<file path="src/rtl/lc3_control_fsm.sv">
// LC-3 instruction sequencer and decoder for the lab CPU datapath.
// Walks fetch / decode / execute states and drives every datapath load
// enable, bus gate, mux select and SRAM strobe. SRAM accesses are held
// for MEM_WAIT cycles by a shared wait counter. Opcode 1101 is PAUSE
// when PAUSE_EN is set. Undefined opcodes park the sequencer in ERROR
// until Reset.
module lc3_control_fsm #(
  parameter int MEM_WAIT = 2,
  parameter bit PAUSE_EN = 1'b1
) (
  input  logic       Clk,
  input  logic       Reset,
  input  logic       Run,
  input  logic       Continue,
  input  logic [3:0] Opcode,
  input  logic       IR_5,
  input  logic       IR_11,
  input  logic       BEN,
  output logic       LD_MAR,
  output logic       LD_MDR,
  output logic       LD_IR,
  output logic       LD_BEN,
  output logic       LD_CC,
  output logic       LD_REG,
  output logic       LD_PC,
  output logic       LD_LED,
  output logic       GatePC,
  output logic       GateMDR,
  output logic       GateALU,
  output logic       GateMARMUX,
  output logic [1:0] PCMUX,
  output logic       DRMUX,
  output logic       SR1MUX,
  output logic       SR2MUX,
  output logic       ADDR1MUX,
  output logic [1:0] ADDR2MUX,
  output logic [1:0] ALUK,
  output logic       Mem_CE,
  output logic       Mem_UB,
  output logic       Mem_LB,
  output logic       Mem_OE,
  output logic       Mem_WE,
  output logic       Illegal
);

  typedef enum logic [4:0] {
    HALTED, F1, FMEM, FIR, DEC,
    S_ADD, S_AND, S_NOT, S_LEA,
    S_LD, S_LDR, S_LDI, IMEM, IMAR, MEMR, RDR,
    S_ST, S_STR, S_STI, SMEM, SMAR, SMDR, MEMW,
    S_JSR, J21, J20, S_JMP, S_BR, BRT,
    PAUSE1, PAUSE2, ERROR
  } state_t;

  localparam logic [3:0] WAIT_LAST = 4'(MEM_WAIT - 1);

  state_t     state, next_state;
  logic [3:0] wait_cnt;
  logic       in_mem;
  logic       wait_done;

  assign in_mem    = state inside {FMEM, IMEM, SMEM, MEMR, MEMW};
  assign wait_done = (wait_cnt == WAIT_LAST);

  assign Mem_CE = 1'b0;
  assign Mem_UB = 1'b0;
  assign Mem_LB = 1'b0;

  // State register and wait counter; the counter is zero whenever a memory state is entered.
  always_ff @(posedge Clk) begin
    if (Reset) begin
      state    <= HALTED;
      wait_cnt <= '0;
    end else begin
      state <= next_state;
      if (in_mem && !wait_done) wait_cnt <= wait_cnt + 4'd1;
      else                      wait_cnt <= '0;
    end
  end

  // Next-state selection from the current state, decoded opcode and handshake inputs.
  always_comb begin
    next_state = state;
    case (state)
      HALTED: if (Run) next_state = F1;
      F1:     next_state = FMEM;
      FMEM:   if (wait_done) next_state = FIR;
      FIR:    next_state = DEC;
      DEC: begin
        case (Opcode)
          4'b0001: next_state = S_ADD;
          4'b0101: next_state = S_AND;
          4'b1001: next_state = S_NOT;
          4'b0010: next_state = S_LD;
          4'b0110: next_state = S_LDR;
          4'b1010: next_state = S_LDI;
          4'b0011: next_state = S_ST;
          4'b0111: next_state = S_STR;
          4'b1011: next_state = S_STI;
          4'b1110: next_state = S_LEA;
          4'b0000: next_state = S_BR;
          4'b1100: next_state = S_JMP;
          4'b0100: next_state = S_JSR;
          4'b1101: next_state = PAUSE_EN ? PAUSE1 : ERROR;
          default: next_state = ERROR;
        endcase
      end
      S_ADD, S_AND, S_NOT, S_LEA: next_state = F1;
      S_LD, S_LDR: next_state = MEMR;
      S_LDI:  next_state = IMEM;
      IMEM:   if (wait_done) next_state = IMAR;
      IMAR:   next_state = MEMR;
      MEMR:   if (wait_done) next_state = RDR;
      RDR:    next_state = F1;
      S_ST, S_STR: next_state = SMDR;
      S_STI:  next_state = SMEM;
      SMEM:   if (wait_done) next_state = SMAR;
      SMAR:   next_state = SMDR;
      SMDR:   next_state = MEMW;
      MEMW:   if (wait_done) next_state = F1;
      S_JSR:  next_state = IR_11 ? J21 : J20;
      J21, J20, S_JMP: next_state = F1;
      S_BR:   next_state = BEN ? BRT : F1;
      BRT:    next_state = F1;
      PAUSE1: if (Continue) next_state = PAUSE2;
      PAUSE2: if (!Continue) next_state = F1;
      ERROR:  next_state = ERROR;
      default: next_state = HALTED;
    endcase
  end

  // Datapath controls decoded from state; anything not driven below stays inactive.
  always_comb begin
    LD_MAR     = 1'b0;
    LD_MDR     = 1'b0;
    LD_IR      = 1'b0;
    LD_BEN     = 1'b0;
    LD_CC      = 1'b0;
    LD_REG     = 1'b0;
    LD_PC      = 1'b0;
    LD_LED     = 1'b0;
    GatePC     = 1'b0;
    GateMDR    = 1'b0;
    GateALU    = 1'b0;
    GateMARMUX = 1'b0;
    PCMUX      = 2'b00;
    DRMUX      = 1'b0;
    SR1MUX     = 1'b0;
    SR2MUX     = 1'b0;
    ADDR1MUX   = 1'b0;
    ADDR2MUX   = 2'b00;
    ALUK       = 2'b00;
    Mem_OE     = 1'b1;
    Mem_WE     = 1'b1;
    Illegal    = 1'b0;
    case (state)
      F1: begin
        GatePC = 1'b1; LD_MAR = 1'b1; LD_PC = 1'b1;
      end
      FMEM, IMEM, SMEM, MEMR: begin
        Mem_OE = 1'b0;
        LD_MDR = wait_done;
      end
      FIR: begin
        GateMDR = 1'b1; LD_IR = 1'b1;
      end
      DEC: LD_BEN = 1'b1;
      S_ADD, S_AND, S_NOT: begin
        GateALU = 1'b1; LD_REG = 1'b1; LD_CC = 1'b1;
        SR2MUX  = (state == S_NOT) ? 1'b0 : IR_5;
        ALUK    = (state == S_ADD) ? 2'b00 : (state == S_AND) ? 2'b01 : 2'b11;
      end
      S_LEA: begin
        ADDR2MUX = 2'b10; GateMARMUX = 1'b1; LD_REG = 1'b1; LD_CC = 1'b1;
      end
      S_LD, S_LDI, S_ST, S_STI: begin
        ADDR2MUX = 2'b10; GateMARMUX = 1'b1; LD_MAR = 1'b1;
      end
      S_LDR, S_STR: begin
        ADDR1MUX = 1'b1; ADDR2MUX = 2'b01; GateMARMUX = 1'b1; LD_MAR = 1'b1;
      end
      IMAR, SMAR: begin
        GateMDR = 1'b1; LD_MAR = 1'b1;
      end
      RDR: begin
        GateMDR = 1'b1; LD_REG = 1'b1; LD_CC = 1'b1;
      end
      SMDR: begin
        SR1MUX = 1'b1; ALUK = 2'b10; GateALU = 1'b1; LD_MDR = 1'b1;
      end
      MEMW: Mem_WE = 1'b0;
      S_JSR: begin
        GatePC = 1'b1; DRMUX = 1'b1; LD_REG = 1'b1;
      end
      J21: begin
        ADDR2MUX = 2'b11; PCMUX = 2'b01; LD_PC = 1'b1;
      end
      J20, S_JMP: begin
        ADDR1MUX = 1'b1; PCMUX = 2'b01; LD_PC = 1'b1;
      end
      BRT: begin
        ADDR2MUX = 2'b10; PCMUX = 2'b01; LD_PC = 1'b1;
      end
      PAUSE1: LD_LED = 1'b1;
      ERROR:  Illegal = 1'b1;
      default: ;
    endcase
  end

endmodule

</file>
<file path="config.mk">
export PLATFORM = sky130hd
export DESIGN_NAME = lc3_control_fsm
export DESIGN_NICKNAME = d
export VERILOG_FILES = /design/src/rtl/lc3_control_fsm.sv
export SDC_FILE = /design/constraint.sdc
export NUM_CORES = 1
export LEC_CHECK = 0
export BUFFER_PORTS_ARGS = -buffer_cell sky130_fd_sc_hd__buf_4
export CORE_UTILIZATION = 56
export DETAILED_ROUTE_END_ITERATION = 7
export PLACE_DENSITY = 0.86
export SKIP_CTS_REPAIR_TIMING = 1
export SKIP_LAST_GASP = 1
export SYNTH_ARGS = -nofsm -noshare
export SYNTH_HDL_FRONTEND = slang
export SYNTH_SLANG_ARGS = --single-unit
</file>
<file path="constraint.sdc">
create_clock -name Clk -period 3.3 [get_ports Clk]
set_clock_uncertainty 0.05 [all_clocks]
set_input_delay 0.495 -clock Clk [delete_from_list [all_inputs] [get_ports Clk]]
set_output_delay 0.495 -clock Clk [all_outputs]
set_load 0.03 [all_outputs]
</file>
======== Word-level counts from Yosys, hierarchy flattened ========
Memory sizes are Yosys's and may differ from the RTL's.
Index checks and enable logic that the tools add are counted.
cells by class
  add/subtract/negate cells ............... 1
  eq/ne operators ......................... 40
  multiplexer cells ....................... 36
  bitwise gates (word level) .............. 1
  reductions and logical operators ........ 23
operator list
  kind                   count
  $pmux W5 S20           1
  $eq A5 B5 Y1 const B   16
  $mux W5                9
  $eq A5 B4 Y1 const B   8
  $mux W1                21
  $eq A5 B3 Y1 const B   4
  $reduce_or A4 Y1       5
  $reduce_or A9 Y1       2
  $ne A2 B2 Y1 const B   8
  $reduce_or A6 Y1       2
  $eq A5 B2 Y1 const B   2
  $reduce_or A5 Y1       2
  $reduce_or A3 Y1       3
  $reduce_and A8 Y1      1
  $reduce_or A7 Y1       1
  $pmux W2 S3            1
  $reduce_or A2 Y1       3
  $eq A5 B1 Y1 const B   1
  $logic_not A5 Y1       1
  $reduce_bool A5 Y1     1
  $add A4 B1 Y4 const B  1
  $eq A4 B1 Y1 const B   1
  $mux W2                2
  $pmux W2 S2            1
  other kinds (4)        4
word-level totals
  flip-flop bits (word level) ............. 9
  memory bits (read-only) ................. 80
  input bits .............................. 11
  output and inout bits ................... 28
  logic and storage cells ................. 104
  memories ................................ 1
memories
  name             depth  bits a word  rd ports  clocked after memory_dff  wr ports  line  source
  (no name shown)  16     5            1         0                         0         90    case (Opcode)

======== Depth between registers and ports, before layout ========
Gate-level depths: netlist (run 1).
  depth in word-level cells ............... 5
  gate-level depth with buffers ........... 7
  depth with buffers taken out ............ 7

======== Least setup slack after synthesis (run 1) ========
No wires, ideal clock.
  path type ............................... register to output
  start point ............................. register state[2]
  end point ............................... output LD_MDR
  arrival ................................. 2.002 ns
  data required time ...................... 2.755 ns
  slack ................................... 0.753 ns
  stages on the path, launching flop included .. 6
  path buffers ............................ 2
  path through ............................ dfxtp_1 buf_2 buf_2 nand2_1 nor3_1 o21bai_1
on the way
  cells in the longest elaborated chain, start to end .. 3
  elaborated cells on any way between the ends .. 7
  classes of those cells .................. eq/ne: 5; mux: 1; reduce/logical: 1
ends and longest elaborated chain
  item                                        line  source
  start: declaration                          57    state_t state, next_state;
  start signal: assignment                    75    state <= next_state;
  $eq A5 B2 Y1, or another cell as far along  156   case (state)
  $reduce_or A4 Y1                            156
  $pmux W1 S2 (*)                             156
  end: declaration                            20    output logic LD_MDR,
Every way passes the cells marked *; elsewhere a longest branch is shown, timed or not.

======== Worst setup path after layout (run 1) ========
  start point ............................. register state[2]
  end point ............................... output LD_PC
on the way
  cells in the longest elaborated chain, start to end .. 3
  elaborated cells on any way between the ends .. 7
  classes of those cells .................. eq/ne: 5; mux: 1; reduce/logical: 1
ends and longest elaborated chain
  item                                                 line  source
  $eq A5 B5 Y1 / $eq A5 B1 Y1 (equally long branches)  156
  $reduce_or A5 Y1 (no source line) (*)                n/a
  $mux W1 (*)                                          156
  end: declaration                                     25    output logic LD_PC,
Marked as above.

==> results of run 1 <==
critical path, stage by stage, from the launching register on:
cell	delay, ns
sky130_fd_sc_hd__dfxtp_1	0.76
sky130_fd_sc_hd__buf_4	0.30
sky130_fd_sc_hd__a21oi_1	0.05
sky130_fd_sc_hd__nor2_1	0.15
sky130_fd_sc_hd__nor2_1	0.08
sky130_fd_sc_hd__a31o_2	0.21
sky130_fd_sc_hd__buf_4	0.16
cells by family after synthesis:
| family | synth area share [%] |
|---|---|
| simple gates | 30.3 |
| compound gates | 33.4 |
| buf+inv | 10.9 |
| flops | 13.5 |
| fa+ha+maj | 6.58 |
| xor+xnor | 2.63 |
| mux | 2.35 |
| other cells | 0.282 |
power groups by stage:
stage	logic (mW)	clock network, mW	registers (mW)
CTS	0.826	0.0889	0.193
finish	0.836	0.0881	0.195
global route	0.903	0.0942	0.201
global placement	0.809	0	0.194
detailed placement	0.822	0	0.196
floorplan	0.673	0	0.146
through the flow:
stage          hold WS, ns  util (%)
2_1_floorplan        0.384         -
3_3_place_gp         0.399      69.4
3_5_place_dp         0.406      69.4
4_1_cts              0.372      70.6
5_1_grt              0.379      70.6
6_report             0.370      70.6
final cells by class:
class | instances | area, um2
Timing Repair Buffer | 39 | 293
Tap cell | 28 | 35.0
Inverter | 7 | 26.3
Fill cell | 203 | 657
Sequential cell | 9 | 180
Clock buffer | 4 | 26.3
Multi-Input combinational cell | 159 | 1020
synth_stat cells (2+ instances only):
master / instances / area, um2
sky130_fd_sc_hd__a31oi_1: 3 / 18.8
sky130_fd_sc_hd__ha_1: 7 / 87.6
sky130_fd_sc_hd__a22oi_1: 2 / 15.0
sky130_fd_sc_hd__nor3_1: 3 / 15.0
sky130_fd_sc_hd__xor2_1: 2 / 17.5
sky130_fd_sc_hd__and3_1: 2 / 12.5
sky130_fd_sc_hd__or2_2: 2 / 12.5
sky130_fd_sc_hd__and2b_1: 2 / 15.0
sky130_fd_sc_hd__o21ai_0: 9 / 45.0
sky130_fd_sc_hd__a21o_1: 3 / 22.5
sky130_fd_sc_hd__buf_2: 11 / 55.1
sky130_fd_sc_hd__inv_1: 7 / 26.3
sky130_fd_sc_hd__o21bai_1: 2 / 15.0
sky130_fd_sc_hd__nand2b_1: 9 / 56.3
sky130_fd_sc_hd__clkbuf_1: 4 / 15.0
sky130_fd_sc_hd__xnor2_1: 2 / 17.5
sky130_fd_sc_hd__nand3b_1: 2 / 15.0
sky130_fd_sc_hd__a211oi_1: 2 / 15.0
sky130_fd_sc_hd__mux2i_1: 2 / 20.0
sky130_fd_sc_hd__o22ai_1: 4 / 25.0
sky130_fd_sc_hd__a32o_1: 2 / 20.0
sky130_fd_sc_hd__nand2_1: 16 / 60.1
sky130_fd_sc_hd__dfxtp_1: 9 / 180
sky130_fd_sc_hd__nor2b_1: 6 / 37.5
sky130_fd_sc_hd__nand3_1: 6 / 30.0
sky130_fd_sc_hd__a21oi_1: 19 / 95.1
sky130_fd_sc_hd__nor2_1: 22 / 82.6
sky130_fd_sc_hd__buf_4: 5 / 37.5
sky130_fd_sc_hd__or3_1: 3 / 18.8
sky130_fd_sc_hd__o2111ai_1: 2 / 17.5
sky130_fd_sc_hd__o211a_1: 2 / 20.0
metal layers:
layer	up-vias	GRT usage [%]	part of all wire (%)
li1	735	-	-
met1	688	39.2	41
met2	86	49.8	48
met3	13	2.12	8.4
met4	0	15.3	3.1
met5	-	0	0
how the worst min path moves through the flow:
stage,startpoint,to,slack [ns],cells after the start
3_3_place_gp,wait_cnt[0]$_SDFF_PP0_,wait_cnt[0]$_SDFF_PP0_,0.40,1
5_1_grt,Reset,state[2]$_SDFFE_PP0P_,0.38,2
3_5_place_dp,wait_cnt[0]$_SDFF_PP0_,wait_cnt[0]$_SDFF_PP0_,0.41,1
2_1_floorplan,wait_cnt[0]$_SDFF_PP0_,wait_cnt[0]$_SDFF_PP0_,0.38,1
6_report,Reset,state[2]$_SDFFE_PP0P_,0.37,2
4_1_cts,Reset,state[2]$_SDFFE_PP0P_,0.37,2
registers in the layout, indices dropped and copies added, names as in the netlist:
| register | flops |
|---|---|
| state | 5 |
| wait_cnt | 4 |
==> results.txt, run 1 <==
- The die covers 0.00257 mm2.
- CTS built an H-tree with a depth of 1.
- Critical path endpoint: LD_PC
* Number of placed I/O pins: 39
- The share of total power dissipated in combinational logic is 74.7%.
- Setup repair after global routing left no endpoint under its margin.
- In this run the core area contains 17 standard-cell rows.
- Of all nets on the critical path, the largest fanout is 20.
- The tree built by TritonCTS fans out to 9 sinks.
- CTS Buf Count: 3
* Number of non-filler instances in the completed layout: 246
- Summed over all cells, the static leakage comes to 0.700 nW.
* Hold Vio Cnt, Final: 0
* Synthesized instance count: 193
- Entering global routing, the biggest net connects 27 pins.
- First element of the critical path: state[2]$_SDFFE_PP0P_
- Total inserted antenna cells: 0
- Detailed routing inserted a total of 1,522 vias.
- The tree is rooted in a sky130_fd_sc_hd__clkbuf_4.
- Deepest clock path buffer count: 2
* TritonCTS clock tree: yes
- Power dissipated by switching net loads: 0.615 mW
- The initial utilization of the core area, before any placement, comes to 59.6%.
* Timing-limited maximum frequency: 395 MHz
* Most common library cell in the layout ignoring fill and taps: sky130_fd_sc_hd__buf_4
* Kind of start point of the critical path: flip-flop
* Number of DRC violations after detailed-routing iteration 0: 77
* Overall Power: 1.12 mW
* Vias in the first global route: 1,341
- IR analysis of the VDD net gives a maximum drop of 395 uV.
* Post-CTS clock slew at the launch and capture registers of the worst setup and hold paths: 0.07 ns
- The endpoint identified for the worst register-to-register timing path is state[4]$_SDFFE_PP0P_.
* Global-route wire length before repair: 5930 um
* R2r worst-path depth: 5
- Critical Setup Path Class: reg -> out
- In this run the worst hold path is classified as in -> reg.
- Total internal power: 0.505 mW
- Measured against its own limit, the worst slew margin works out to 54.4%.
* Post-place instance area: 0.00155 mm2
* Antenna violations before repair: 0
- The run finished with clean final reports.
- Startpoint of the most critical register-to-register path: state[2]$_SDFFE_PP0P_
- In this run the vertical extent of the chip is 50.7 um.
- The total overflow left after global routing is 0.
- The first detailed-routing pass took 5 iterations.
- Area growth from synthesis to layout: 18.5%
- In the final routed layout, each cell accounts on average for 14.8 um.
- Count of final max-slew check failures: 0
- A synthesized cell averages 6.89 um2.
* Area of the mapped netlist: 0.00133 mm2
* Post-synth cell types: 52
* Tot GR Track Use: 30.2%
- Timing analysis after detailed placement gives a worst setup slack of 1.08 ns.
- Data on the critical path is required at its endpoint by 2.75 ns.
* Post-layout minimum cycle time: 2.53 ns
- Sequential share of power: 17.4%
- In the final design database the tool counted 237 nets.
- Vias per std cell: 6.19
* Share of synthesized registers carrying an async set or reset: 0%
* Global placement routability congestion: 0.941
- Residual antenna-violating net count after detailed routing: 0
- Number of synthesized flops with an enable pin: 0
- For this run, the number of Yosys warnings is 0.
- R2R setup slack: 1.18 ns
- Commonest cells after routing, fill and taps aside: 39 x sky130_fd_sc_hd__buf_4, 22 x sky130_fd_sc_hd__nor2_1, 19 x sky130_fd_sc_hd__a21oi_1, 16 x sky130_fd_sc_hd__nand2_1
- Once placement completed, the tool counted placed cells totaling 242.
- Horizontal extent of the die: 50.7 um
- In the routed design, unresolved DRC markers number 0.
- The worst setup path is captured at a primary output.
* Post-detail-place hpwl: 2750 um
* Worst-skew pair later-pin latency: 0.27 ns
- Post-synthesis sequential element count: 9
- Setup WS post-layout: 0.771 ns
* Dominant synthesized flop cell: sky130_fd_sc_hd__dfxtp_1
* Share of post-route cells with drive strength above 1: 23.9%
- Wires add up to 3650 um.
- CP Data Arrival Time: 1.98 ns
- Placeable Area: 0.00223 mm2
* Power per cell area: 710 mW/mm2
- In this run, the clock network consumes 7.9% of the power.
- Max-cap violations in this run came to 0.
- In this run the tool buffered the top-level ports with 34 buffer cells.
- Switching power share of the total: 54.9%
- Design Area, Final: 0.00158 mm2
- The final critical path takes up 76.6% of the cycle.
- Post-synthesis sequential area ratio: 13.5%
* Setup violators final: 0
- Summed over all failing endpoints, the final setup total negative slack is 0 ns.
- Slew of the pin with the lowest slew margin: 0.683 ns
Power figures use the tool's default switching activity.
==> run 2: changes to the inputs <==
--- a/config.mk
+++ b/config.mk
@@ -5,10 +5,11 @@
 export SDC_FILE = /design/constraint.sdc
 export NUM_CORES = 1
 export LEC_CHECK = 0
+export ABC_AREA = 1
 export BUFFER_PORTS_ARGS = -buffer_cell sky130_fd_sc_hd__buf_4
-export CORE_UTILIZATION = 56
+export CORE_UTILIZATION = 52
 export DETAILED_ROUTE_END_ITERATION = 7
-export PLACE_DENSITY = 0.86
+export PLACE_DENSITY = 0.81
 export SKIP_CTS_REPAIR_TIMING = 1
 export SKIP_LAST_GASP = 1
 export SYNTH_ARGS = -nofsm -noshare
==> constraint.sdc (replaced) <==
create_clock -name Clk -period 2.6 [get_ports Clk]
set_clock_uncertainty 0.05 [all_clocks]
set_input_delay 0.39 -clock Clk [delete_from_list [all_inputs] [get_ports Clk]]
set_output_delay 0.39 -clock Clk [all_outputs]
set_load 0.03 [all_outputs]
==> run 2 against run 1 <==
Net effect: flip-flop and latch count stayed put; final area is 4.0% higher; first-iteration DRC count is 10% lower; highest routed layer unchanged; combinational power is 16% lower; worst hold slack worse by 0.093 ns; sequential power is 8% higher; power is 8.5% lower; critical path depth is 1 higher; register-to-register slack worse by 0.32 ns.
==> results.txt, run 2 <==
- The clock-pin slew of the registers on the worst-case setup and hold paths was 0.06 ns (about the same).
- Cell count of the worst hold path: 2 (unchanged)
- The fraction of final layout cells with drive strength greater than 1 is 23.7% (-0.11 points).
- R2r worst-path depth: 9 (+4)
- The maximum clock path buffer count is 2 (unchanged).
* Synthesized instance count: 246 (+27%)
* Antenna violations before repair: 0 (unchanged)
- The library cell used most frequently in the layout, excluding fill and tap cells, is sky130_fd_sc_hd__nand2_1.
- Setup violators final: 0 (unchanged)
- The synthesized design spends more area on one cell type than any other, namely sky130_fd_sc_hd__nand2_1.
* Post-layout minimum cycle time: 2.30 ns
- Dominant synthesized flop cell: sky130_fd_sc_hd__dfxtp_1
- TritonCTS built the clock tree.
- Crit share post-route: 88.4%
* Critical Setup Path Class: reg -> out
- Total inserted antenna cells: 0 (unchanged)
- Post-detail-place hpwl: 2750 um (+0.32%)
- Global-route wire length before repair: 5200 um (-12%)
* Timing-limited maximum frequency: 435 MHz
- The longest individual stage delay on the worst path came to 0.54 ns (-0.22 ns).
- The overall overflow remaining after global route is 0 (unchanged).
- The tree is rooted in a sky130_fd_sc_hd__clkbuf_4.
- Tot GR Track Use: 24.3% (-5.9 points)
- Global placement routability congestion: 1.01 (+7.4%)
* Post-Route Setup TNS: 0 ns (unchanged)
* Overall routed net length: 3350 um (-8.4%)
- Number of remaining DRC errors: 0 (unchanged)
* Area share of the leading cell type in the synthesized netlist: 19.2% (+5.7 points)
- Peak VDD IR: 599 uV (+52%)
- The post-synthesis cell type count came to 32 (-38%).
- The number of global-route vias before repair came to 1,230 (-8.3%).
- Combined flip-flop and latch cell area: 180 um2 (unchanged)
* Area of the mapped netlist: 0.00137 mm2 (+2.6%)
- The arrival time at the worst endpoint came to 1.86 ns (-0.12 ns).
- Kind of start point of the critical path: flip-flop
- The required time at the endpoint of the critical path is 2.16 ns (-0.59 ns).
* Maximum number of pins on one net before global-route repair: 19 (-30%)
- The initial core utilization was 55.1% (-4.5 points).
* Total via count in the routed design: 1,639 (+7.7%)
- Crit-path max FO: 9 (-55%)
* Number of flip-flops under the largest register name: 5 (unchanged)
- The number of port buffers came to 34 (unchanged).
- FP Rows: 18 (+1)
- Biggest registers after layout: state x5, wait_cnt x4
- Commonest cells after routing, fill and taps aside: 70 x sky130_fd_sc_hd__nand2_1, 36 x sky130_fd_sc_hd__buf_4, 30 x sky130_fd_sc_hd__nor2_1, 29 x sky130_fd_sc_hd__nand3_1, 27 x sky130_fd_sc_hd__inv_1
- The post-synthesis register bit count is 9 (unchanged).
* Number of synthesized flops with an enable pin: 0 (unchanged)
- The power density relative to cell area came to 625 mW/mm2 (-12%).
* Start point of the worst hold path: Reset
- The count of routing violations after the opening detailed-route iteration came to 69 (-10%).
- By instance count, the cell type seen most on the critical path is sky130_fd_sc_hd__nand2_1.
- The length of the first detailed-routing pass in iterations came to 4 (-1).
- Number of sinks handled by clock tree synthesis: 9 (unchanged)
- Count of final max-slew check failures: 0 (unchanged)
- The static leakage is 0.964 nW (+38%).
* Vert. Die Dim: 53.2 um (+4.9%)
- Worst-skew pair later-pin latency: 0.26 ns (about the same)
- Drt wl/cell: 10.9 um (-27%)
- Area of the multi-input gates: 0.00100 mm2 (-1.5%)
* Mean Syn Cell Area: 5.55 um2 (-19%)
- The H-tree depth is 1 (unchanged).
* R2R Path End: state[0]$_SDFFE_PP0P_
* Cells along the critical path: nand2_1 -> nor2_2 -> nand2_1 -> nand3_1 -> a21oi_2 -> o21ai_0 -> buf_4
- The clock buffer count from CTS came to 3 (unchanged).
- From synthesis to final layout, the design area changed by 20.2%.
- The area of the core was 0.00248 mm2 (+11%).
- The number of primary I/O pins is 39 (unchanged).
- The worst hold path terminates at state[1]$_SDFFE_PP0P_.
* Horizontal extent of the die: 53.2 um (+4.9%)
- Slowest cell on the critical path: sky130_fd_sc_hd__dfxtp_1
- Most flop-heavy register: state
* Hold WC Path Type: in -> reg
* Net count of the finished layout: 297 (+25%)
- The proportion of synthesized chip area in sequential cells is 13.2% (-0.35 points).
- The total of max-cap violations is 0 (unchanged).
- Die footprint: 0.00283 mm2 (+10%)
- The worst setup path is captured at a primary output.
- Share of synthesized registers carrying an async set or reset: 0% (unchanged)
- The worst register-to-register path begins at state[4]$_SDFFE_PP0P_.
* R2R setup slack: 0.86 ns (-0.32 ns)
- After synthesis, the cell types taking the most area are sky130_fd_sc_hd__nand2_1 19%, sky130_fd_sc_hd__dfxtp_1 13%, sky130_fd_sc_hd__nand3_1 11%.
* Most numerous cell in the Yosys netlist: sky130_fd_sc_hd__nand2_1
- Ys Warns: 0 (unchanged)
- The number of fill cells in the layout is 257 (+27%).
* Commonest cells post-synth: 70 x sky130_fd_sc_hd__nand2_1, 30 x sky130_fd_sc_hd__nor2_1, 29 x sky130_fd_sc_hd__nand3_1
- Unrepaired setup endpoints after global routing: no
* Result of the run: completed
* Overall Power: 1.02 mW (-8.5%)
* Hold Vio Cnt, Final: 0 (unchanged)
* Residual antenna-violating net count after detailed routing: 0 (unchanged)
- The via-per-instance ratio was 5.32 (-14%).
## run 2: cell count changes in the layout (fill, tap and decap cells not counted), moves of 4 or more
cell,previous run,this run
sky130_fd_sc_hd__nand2_1,16,70
sky130_fd_sc_hd__nor2b_1,6,0
sky130_fd_sc_hd__nand3_1,6,29
sky130_fd_sc_hd__inv_1,7,27
sky130_fd_sc_hd__nor2_1,22,30
sky130_fd_sc_hd__a21oi_1,19,8
sky130_fd_sc_hd__inv_2,0,5
sky130_fd_sc_hd__nand4_1,1,5
sky130_fd_sc_hd__nand2b_1,9,0
sky130_fd_sc_hd__nor2_2,0,7
sky130_fd_sc_hd__o22ai_1,4,0
sky130_fd_sc_hd__nand3_2,0,4
## run 2: worst max path at each step
stage                     cells past startpoint  slack (ns)  endpoint             startpoint
after floorplan                               6        0.45    LD_MDR  state[1]$_SDFFE_PP0P_
after global placement                        7        0.69    LD_MDR  state[3]$_SDFFE_PP0P_
after detailed placement                      7        0.61    LD_MDR  state[3]$_SDFFE_PP0P_
after CTS                                     7        0.33    LD_MDR  state[3]$_SDFFE_PP0P_
after global routing                          8        0.19    LD_MAR  state[3]$_SDFFE_PP0P_
final                                         7        0.30    LD_MDR  state[3]$_SDFFE_PP0P_
## run 2: stage by stage
step                      utilization, %  instance area, um2  hold WS (ns)  cells  setup slack, ns
after global placement              65.2                1610         0.400    304            0.689
after detailed placement            65.2                1610         0.409    304            0.614
final                               66.2                1640         0.277    308            0.302
after CTS                           66.2                1640         0.277    308            0.330
after global routing                66.2                1640         0.281    308            0.195
after floorplan                        -                1380         0.384    249            0.445
## run 2: worst max-delay path, delay by kind of cell, from the launching register on
| family | cells | cell delay (ns) |
|---|---|---|
| compound gates | 2 | 0.26 |
| buf+inv | 1 | 0.19 |
| flops | 1 | 0.54 |
| simple gates | 4 | 0.62 |
## run 2: report_power, final
part / leakage [nW] / total, mW / switching (mW) / internal [mW]
Clock: 0.0150 / 0.107 / 0.0481 / 0.0591
Combinational: 0.876 / 0.706 / 0.475 / 0.232
Sequential: 0.0730 / 0.211 / 0.0500 / 0.161
## run 2: layer usage
metal / share of wire (%) / GRT usage (%)
met5: 0 / 0
met4: 0.63 / 3.51
met3: 6.4 / 5.46
met2: 47 / 41.5
met1: 46 / 31.3
## run 2: kinds of logic after synthesis
logic type / Yosys count / share of synthesized area, %
and+or+nand+nor: 161 / 55.2
AOI/OAI and AO/OA: 22 / 9.35
adders and majority gates: 7 / 6.42
DFF: 9 / 13.2
xor gates and xnor gates: 2 / 1.28
buffers and inverters: 44 / 14.3
other: 1 / 0.275
## run 2: area by class of cell
cell class | count | share of cell area, %
inverter | 33 | 7.63
tap | 30 | 2.29
timing repair buffer | 36 | 16.5
sequential | 9 | 11.0
multi-input combinational | 196 | 61.0
clock buffer | 4 | 1.60
==> run 3: changes to the inputs <==
--- a/config.mk
+++ b/config.mk
@@ -10,6 +10,7 @@
 export CORE_UTILIZATION = 52
 export DETAILED_ROUTE_END_ITERATION = 7
 export PLACE_DENSITY = 0.81
+export REMOVE_ABC_BUFFERS = 1
 export SKIP_CTS_REPAIR_TIMING = 1
 export SKIP_LAST_GASP = 1
 export SYNTH_ARGS = -nofsm -noshare
==> run 3 against run 2 <==
Net effect: worst hold slack gained 0.0024 ns; non-clock buffer count shrank 1; register-to-register slack lost 0.06 ns; critical path type unchanged; largest cell class unchanged.
==> results.txt, run 3 (synthesized netlist as in run 2, its figures left out) <==
- The number of port buffers came to 34 (unchanged).
* Commonest cells after routing, fill and taps aside: 70 x sky130_fd_sc_hd__nand2_1, 35 x sky130_fd_sc_hd__buf_4, 30 x sky130_fd_sc_hd__nor2_1, 29 x sky130_fd_sc_hd__nand3_1, 27 x sky130_fd_sc_hd__inv_1
- The area of the core is 0.00248 mm2 (unchanged).
* Global placement routability congestion: 0.982 (-2.8%)
- Design Area, Final: 0.00163 mm2 (-0.46%)
* Drt wl/cell: 10.7 um (-1.1%)
* TritonCTS clock tree: yes
- The maximum clock path buffer count is 2 (unchanged).
- Net count of the finished layout: 296 (-0.34%)
* Most flop-heavy register: state
- The maximum operating frequency was 437 MHz (+0.53%).
- The cell that appears most often on the critical path is sky130_fd_sc_hd__buf_4.
- Number of remaining DRC errors: 0 (unchanged)
- The placement-stage cell area came to 0.00161 mm2 (-0.47%).
* Post-CTS clock slew at the launch and capture registers of the worst setup and hold paths: 0.06 ns (about the same)
- Number of max-capacitance violations reported: 0 (unchanged)
- Drt first pass iters: 4 (unchanged)
- Number of filler cells placed in the layout: 250 (-2.7%)
- Hold WC Path Type: in -> reg
* Most common library cell in the layout ignoring fill and taps: sky130_fd_sc_hd__nand2_1
- Vias per std cell: 5.22 (-1.9%)
* Biggest registers after layout: state x5, wait_cnt x4
- The row count is 18 (unchanged).
* Unrepaired setup endpoints after global routing: no
- Final-layout worst hold slack: 0.279 ns (+0.00235 ns)
- The wire length reported by the detailed router came to 3300 um (-1.4%).
- Post-detail-place hpwl: 2710 um (-1.6%)
* Combined flip-flop and latch cell area: 180 um2 (unchanged)
- The full die area came to 0.00283 mm2 (unchanged).
- Cell leakage power: 0.959 nW (-0.57%)
- CP Data Arrival Time: 1.85 ns (about the same)
- The slowest stage of the critical path belongs to the cell sky130_fd_sc_hd__dfxtp_1.
- Crit-path max FO: 15 (+6)
- Post-layout minimum cycle time: 2.29 ns (-0.0122 ns)
- Count of final max-slew check failures: 0 (unchanged)
* Critical path data required time: 2.16 ns (about the same)
* Horizontal extent of the die: 53.2 um (unchanged)
* CTS Buf Count: 3 (unchanged)
* Sort of element at the end of the critical path: primary output
- Worst-skew pair later-pin latency: 0.26 ns (about the same)
- The final setup TNS was 0 ns (unchanged).
* Kind of start point of the critical path: flip-flop
- H-tree depth: 1 (unchanged)
* Setup violators final: 0 (unchanged)
* Global-route wire length before repair: 5270 um (+1.3%)
- Critical Setup Path Class: reg -> out
* Area of the multi-input gates: 0.00100 mm2 (unchanged)
- Total inserted antenna cells: 0 (unchanged)
- Vert. Die Dim: 53.2 um (unchanged)
* Worst stage delay on the critical path: 0.51 ns (-0.03 ns)
- Antenna violations before repair: 0 (unchanged)
* Share of post-route cells with drive strength above 1: 23.5% (-0.28 points)
- The count of routing violations after the opening detailed-route iteration is 41 (-41%).
- Result of the run: completed
* Area growth from synthesis to layout: 19.6%
* Remaining global-route overflow: 0 (unchanged)
- Number of sinks handled by clock tree synthesis: 9 (unchanged)
* Initial core utilization: 55.1% (unchanged)
- The global-route usage over all layers was 25.2% (+0.92 points).
- The worst voltage drop across the vdd grid came to 480 uV (-20%).
- The ratio of final minimum period to clock period was 87.9% (-0.47 points).
- Residual antenna-violating net count after detailed routing: 0 (unchanged)
- Vias in the first global route: 1,247 (+1.4%)
- Power per cell area: 624 mW/mm2 (about the same)
- The pin count of the biggest net entering global routing was 19 (unchanged).
- Total via count in the routed design: 1,602 (-2.3%)
- Clock Root Buffer: sky130_fd_sc_hd__clkbuf_4
* Hold Vio Cnt, Final: 0 (unchanged)
- The number of flip-flops in the largest register was 5 (unchanged).
- Traced cell by cell, the critical path runs through buf_4 -> nand3_1 -> nor2_1 -> inv_1 -> o21ai_0 -> buf_4.
* Number of placed I/O pins: 39 (unchanged)
[run 3: cell types whose count changed in the layout (fill, tap and decap cells not counted), sizes merged]
cell / change
buf: -1
[run 3: final cells by class]
cell class	instances	area share [%]
multi-input combinational	196	61.3
timing repair buffer	35	16.1
sequential	9	11.0
inverter	33	7.66
tap	30	2.30
clock buffer	4	1.61
[run 3: where the power goes]
part / total, mW / switching (mW) / internal (mW)
Clock: 0.107 / 0.0477 / 0.0591
Sequential: 0.212 / 0.0507 / 0.161
Combinational: 0.701 / 0.470 / 0.231
[run 3: worst paths after layout]
| path | to | slack, ns | cells after the start | startpoint |
|---|---|---|---|---|
| hold / removal | state[1]$_SDFFE_PP0P_ | 0.28 | 2 | Reset |
| setup reg to reg | state[1]$_SDFFE_PP0P_ | 0.80 | 9 | state[4]$_SDFFE_PP0P_ |
| setup / recovery | LD_MDR | 0.31 | 6 | state[4]$_SDFFE_PP0P_ |
| hold reg to reg | wait_cnt[0]$_SDFF_PP0_ | 0.43 | 1 | wait_cnt[0]$_SDFF_PP0_ |
[run 3: metal layers]
metal  track usage (%)  vias up  routed length (um)
li1                  -      838                   -
met1              34.8      697                1540
met2              39.0       61                1540
met3              4.31        6                 170
met4              8.33        0                  52
met5                 0        -                   0
[run 3: through the flow]
| step | std cells | total power, mW | util (%) | setup WS, ns |
|---|---|---|---|---|
| 6_report | 307 | 1.02 | 65.9 | 0.314 |
| 5_1_grt | 307 | 1.11 | 65.9 | 0.166 |
| 4_1_cts | 307 | 1.02 | 65.9 | 0.332 |
| 3_5_place_dp | 303 | 0.909 | 64.8 | 0.627 |
| 3_3_place_gp | 303 | 0.910 | 64.8 | 0.614 |
| 2_1_floorplan | 238 | 0.717 | - | 0.241 |
[run 3: worst max-delay path, delay by kind of cell, from the launching register on]
| family | cells | cell delay [ns] |
|---|---|---|
| flops | 1 | 0.51 |
| buf+inv | 3 | 0.60 |
| compound gates | 1 | 0.09 |
| simple gates | 2 | 0.37 |
